==> src/rtl/muldiv_pkg.sv <==
// rtl/muldiv_pkg.sv - shared op codes, FSM states and defaults for the RV32M sequencer
package muldiv_pkg;

  localparam logic [2:0] OP_MUL    = 3'b000;
  localparam logic [2:0] OP_MULH   = 3'b001;
  localparam logic [2:0] OP_MULHSU = 3'b010;
  localparam logic [2:0] OP_MULHU  = 3'b011;
  localparam logic [2:0] OP_DIV    = 3'b100;
  localparam logic [2:0] OP_DIVU   = 3'b101;
  localparam logic [2:0] OP_REM    = 3'b110;
  localparam logic [2:0] OP_REMU   = 3'b111;

  localparam int MAX_CYCLES_DEFAULT = 40;

  typedef enum logic [1:0] {
    IDLE = 2'd0,
    BUSY = 2'd1,
    DONE = 2'd2
  } state_t;

  function automatic logic op_is_div(input logic [2:0] op);
    return op[2];
  endfunction

endpackage

==> src/rtl/muldiv_fastpath.sv <==
// rtl/muldiv_fastpath.sv - trivial-case detect (divide by zero, multiply by zero) with its result
module muldiv_fastpath
  import muldiv_pkg::*;
#(
  parameter int XLEN = 32
) (
  input  logic [2:0]      i_op,
  input  logic [XLEN-1:0] i_a,
  input  logic [XLEN-1:0] i_b,
  output logic            o_hit,
  output logic [XLEN-1:0] o_result
);

  always_comb begin
    o_hit    = 1'b0;
    o_result = '0;
    if (op_is_div(i_op)) begin
      if (i_b == '0) begin
        o_hit    = 1'b1;
        o_result = (i_op == OP_DIV || i_op == OP_DIVU) ? '1 : i_a;
      end
    end else if (i_a == '0 || i_b == '0) begin
      o_hit = 1'b1;
    end
  end

endmodule

==> src/rtl/muldiv_ctrl.sv <==
// rtl/muldiv_ctrl.sv - E-stage sequencer for the iterative mul/div unit
// Optional trivial-case bypass is enabled by defining MULDIV_FASTPATH_EN.
module muldiv_ctrl
  import muldiv_pkg::*;
#(
  parameter int XLEN       = 32,
  parameter int MAX_CYCLES = MAX_CYCLES_DEFAULT
) (
  input  logic            clk,
  input  logic            rst,
  input  logic            mdE,
  input  logic [2:0]      md_opE,
  input  logic [XLEN-1:0] srcAE,
  input  logic [XLEN-1:0] srcBE,
  input  logic            unit_done,
  input  logic [XLEN-1:0] unit_result,
  output logic            unit_start,
  output logic [2:0]      unit_op,
  output logic [XLEN-1:0] unit_a,
  output logic [XLEN-1:0] unit_b,
  output logic            stall_md,
  output logic            bubbleM,
  output logic            md_validE,
  output logic [XLEN-1:0] md_resultE,
  output logic            md_timeout
);

  localparam int CW = $clog2(MAX_CYCLES) + 1;
  localparam logic [CW-1:0] LAST_CNT = CW'(MAX_CYCLES - 1);

  state_t          r_state;
  state_t          w_next;
  logic [CW-1:0]   r_cnt;
  logic [2:0]      r_op;
  logic [XLEN-1:0] r_a;
  logic [XLEN-1:0] r_b;
  logic [XLEN-1:0] r_result;
  logic            w_fast_hit;
  logic [XLEN-1:0] w_fast_result;
  logic            w_cnt_last;

`ifdef MULDIV_FASTPATH_EN
  muldiv_fastpath #(.XLEN(XLEN)) u_fastpath (
    .i_op     (md_opE),
    .i_a      (srcAE),
    .i_b      (srcBE),
    .o_hit    (w_fast_hit),
    .o_result (w_fast_result)
  );
`else
  assign w_fast_hit    = 1'b0;
  assign w_fast_result = '0;
`endif

  assign w_cnt_last = (r_cnt == LAST_CNT);

  always_ff @(posedge clk) begin
    if (rst) r_state <= IDLE;
    else     r_state <= w_next;
  end

  always_comb begin
    w_next = r_state;
    case (r_state)
      IDLE: if (mdE) w_next = w_fast_hit ? DONE : BUSY;
      BUSY: if (unit_done || w_cnt_last) w_next = DONE;
      // The mdE seen in DONE is still the finishing instruction.
      DONE: w_next = IDLE;
      default: w_next = IDLE;
    endcase
  end

  always_ff @(posedge clk) begin
    if (rst) begin
      r_cnt    <= '0;
      r_op     <= '0;
      r_a      <= '0;
      r_b      <= '0;
      r_result <= '0;
    end else begin
      case (r_state)
        IDLE: begin
          if (mdE) begin
            r_op  <= md_opE;
            r_a   <= srcAE;
            r_b   <= srcBE;
            r_cnt <= '0;
            if (w_fast_hit) r_result <= w_fast_result;
          end
        end
        BUSY: begin
          r_cnt <= r_cnt + CW'(1);
          if (unit_done)       r_result <= unit_result;
          else if (w_cnt_last) r_result <= '1;
        end
        default: ;
      endcase
    end
  end

  always_comb begin
    unit_start = 1'b0;
    stall_md   = 1'b0;
    md_validE  = 1'b0;
    md_resultE = '0;
    md_timeout = 1'b0;
    if (!rst) begin
      case (r_state)
        IDLE: begin
          stall_md   = mdE;
          unit_start = mdE && !w_fast_hit;
        end
        BUSY: begin
          stall_md   = 1'b1;
          md_timeout = !unit_done && w_cnt_last;
        end
        DONE: begin
          md_validE  = 1'b1;
          md_resultE = r_result;
        end
        default: ;
      endcase
    end
  end

  assign bubbleM = stall_md;
  assign unit_op = rst ? 3'b000 : r_op;
  assign unit_a  = rst ? '0 : r_a;
  assign unit_b  = rst ? '0 : r_b;

endmodule
==> config.mk <==
export PLATFORM = sky130hd
export DESIGN_NAME = muldiv_ctrl
export DESIGN_NICKNAME = d
export VERILOG_FILES = /design/src/rtl/muldiv_pkg.sv /design/src/rtl/muldiv_fastpath.sv /design/src/rtl/muldiv_ctrl.sv
export SDC_FILE = /design/constraint.sdc
export NUM_CORES = 1
export LEC_CHECK = 0
export ABC_CLOCK_PERIOD_IN_PS = 3600
export CAP_MARGIN = 20
export CORE_MARGIN = 5
export CORE_UTILIZATION = 44
export CTS_CLUSTER_SIZE = 20
export DETAILED_ROUTE_END_ITERATION = 6
export PLACE_DENSITY = 0.92
export SLEW_MARGIN = 5
export SYNTH_ARGS = -nofsm -noshare
export SYNTH_HDL_FRONTEND = slang
export SYNTH_SLANG_ARGS = --single-unit
==> constraint.sdc <==
create_clock -name clk -period 3.6 [get_ports clk]
set_input_delay 0.54 -clock clk [delete_from_list [all_inputs] [get_ports clk]]
set_output_delay 0.54 -clock clk [all_outputs]
set_load 0.03 [all_outputs]
==> impl_results.md <==
* Post-cts sizing count at 0
* PD cells at just over 400 mW/mm^2
* Max clock buf depth at 2
* Clock skew at between 0.01 and 0.015 ns
* Pre-CTS setup slack at roughly 0.57 ns
* Via density at 5.23
* Largest area contributor in the netlist: dfxtp_1
* Async SR Flop Fraction at 0
* Final clock period utilization by the worst path at 0.832
* Final nets at 743
* Syn Std Cell Area at 0.00442 sq mm
* Synth top area share at 0.489
* Global placement routability congestion at roughly 0.76
* Root Driver: clkbuf_8
* Tmin final at about 3.0 ns
* H-tree depth at 3
* Crit path DAT at 2.46 ns
* Net Count, Synth at about 560
* CTS tree: yes
* Synth Warn # at 0
* CTS Hold Buffers Added at 0
* Antenna Nets Post-Route at 0
* Starting Density at 0.452
* Fmax at ~0.33 GHz
* Port buffer count at ~200
* Final Max Slew Viols at 0
* Drt wl/cell at roughly 17 microns
* Final Hold Vio Count at 0
* Flops & latches, synth at around 110
* Post-synth top cells: dfxtp_1 (108), nor2b_1 (68), o22a_1 (67), a211oi_1 (34)
* Placement-stage cell area at approximately 0.0065 sq mm
* Reg2reg end: r_a[18]
* Seq/Total Area, Yosys at 0.489
* Top_reg_cell synth: dfxtp_1
* Synth Area per Inst at approximately 9.7 sq um
* Distinct cells, synth at 38
* Final Non-Filler Cells at between 700 and 800
* Final setup fails at 0
* Dominant cells by area after synthesis: dfxtp_1 (49%), o22a_1 (13%), nor2b_1 (9.6%), a211oi_1 (5.8%), and2_1 (4.7%)
* Detailed Route Iter0 Violations at roughly 130
* Maxcap violations at 0
* Critical Path Start Type: flip-flop
* Cells after synthesis at ~460
* Top Ports at 207
* CP Capture Type: primary output
* Clock-pin slew on the worst setup and hold paths at 0.10 ns
* Peak per-stage delay on the critical path at 0.69 ns
* Setup_tns at 0 ns
* Number of global-route vias before repair at 4315
* Hold path startpoint: r_result[3]
* RR Startpoint: r_state[1]
* Worst-path maximum fanout at 24
* Worst slew margin at 0.472
* Global route overflow at 0
* DRT Pass-1 Iters at 4
* Peak VDD IR at roughly 0.00027 V
* Placed wire-length estimate at around 9500 microns
* Latest clock arrival within the worst-skew pair at between 0.3 and 0.4 ns
* RSZ-0062 raised after global routing: false
* Layout area overhead at 52.8%
* Post-synth EDFFs at 0
* Via count at between 4000 and 5000
* Postcts setup bufs at 0
* Share of layout cells above drive strength 1 at 0.0467
* Worst path buffer plus inverter count at 2
* PnR worst setup slack at ~0.60 ns
* Status: completed
* Slowest-stage cell, CP: clkdlybuf4s50_1
* Core Footprint at 0.00977 sq mm
* R2R cell count at 4
* Delay-heaviest family, CP: buffers and inverters
* First-pass GRT wire length at around 21000 microns
* Worst Setup Path Type: reg -> out
* Crit path required time at roughly 3 ns
* Post-route cell area at roughly 0.0068 sq mm
* Most instantiated library cell after synthesis: dfxtp_1
* Initial antenna violation count at 0
* Cell Rows at 36
* Die Span Y at between 100 and 150 microns
* N_diodes at 0
* WHS Endpoint: r_result[3]
* Die X at between 100 and 150 microns
* Clk sink count at around 110
* Largest net degree at the start of global routing at just over 70
* Die area at between 0.01 and 0.015 sq mm
* Reg2reg setup slack at approximately 1.6 ns
* Final wirelength at about 13000 microns
* CP Cell Sequence: nor3b_2 > buf_4 > and2_1 > clkdlybuf4s50_1
* CTS Buf Count at 9
* GR Util All Layers at 0.217
* Post-placement cell count at 761
* DRC viols at 0
* Hold Path Depth at 2
* Least-Margin Pin Slew at 0.792 ns
* Leakage power at approximately 0.0025 uW
* Worst min path class: reg -> reg
placed cells by master (no fill, tap or decap), types with 2 or more instances in the layout:
cell,n
nor3_1,2
a21oi_1,5
clkbuf_8,10
nand2_1,5
nor2b_1,67
nor2_1,3
and2_1,33
clkdlybuf4s50_1,204
o22ai_1,32
inv_1,33
dfxtp_1,108
nand3_1,2
bufinv_16,2
o22a_1,67
buf_4,9
a211oi_1,34
flip-flops by register name, summed over array words and instances (netlist names):
name	cells
r_a	32
r_op	3
r_result	32
r_cnt	7
r_state	2
r_b	32
metrics by stage:
stage / utilization / total power (uW) / hold WS (ns)
floorplan: - / 1710 / 0.442
global placement: 0.666 / 1960 / 0.454
detailed placement: 0.669 / 1980 / 0.456
CTS: 0.691 / 2780 / 0.471
global route: 0.691 / 2880 / 0.490
finish: 0.691 / 2760 / 0.471
worst reg2reg max path, cell delays in order (launching register included):
cell and delay, ns:
dfxtp_1 0.39, or3b_2 0.56, nor2_8 0.11, buf_4 0.55, o22a_1 0.32
metal layers:
metal | vias to the layer above | global-route usage | wire, microns
li1 | 1981 | - | -
met1 | 1890 | 0.254 | 5400
met2 | 164 | 0.372 | 6280
met3 | 23 | 0.0676 | 1230
met4 | 0 | 0.0836 | 316
met5 | - | 0 | 0
final cells by class:
| cell class | count | area [sq um] |
|---|---|---|
| well taps | 133 | 166 |
| multi-input cells | 273 | 1950 |
| clock buffers | 11 | 141 |
| inverters | 33 | 124 |
| fillers | 712 | 3020 |
| flip-flops and latches | 108 | 2160 |
| clock inverters | 4 | 73.8 |
| repair buffers | 214 | 2140 |
how the worst max path moves through the flow:
stage / cells past startpoint / start / slack, ns / endpoint
finish: 4 / r_state[1] / 0.60 / md_resultE[19]
global route: 5 / rst / 0.39 / md_resultE[19]
CTS: 5 / rst / 0.57 / md_resultE[19]
detailed placement: 5 / rst / 0.57 / md_resultE[19]
global placement: 5 / rst / 0.72 / md_resultE[3]
floorplan: 3 / rst / 1.22 / md_timeout
cells by family (layout without fill, tap and decap cells):
logic type	after synthesis	after routing	synth area share
buffers and inverters	74	262	0.0722
adder cells (fa/ha/maj)	1	1	0.00283
AO/OA/AOI/OAI	147	147	0.257
flip-flops	108	108	0.489
multiplexers	1	1	0.00227
AND/OR/NAND/NOR	124	124	0.177
power by group:
| part | internal [uW] | switching, uW | total, uW |
|---|---|---|---|
| registers | 1300 | 32.9 | 1330 |
| logic | 314 | 314 | 629 |
| clock network | 408 | 392 | 801 |
Power figures use the tool's default switching activity.
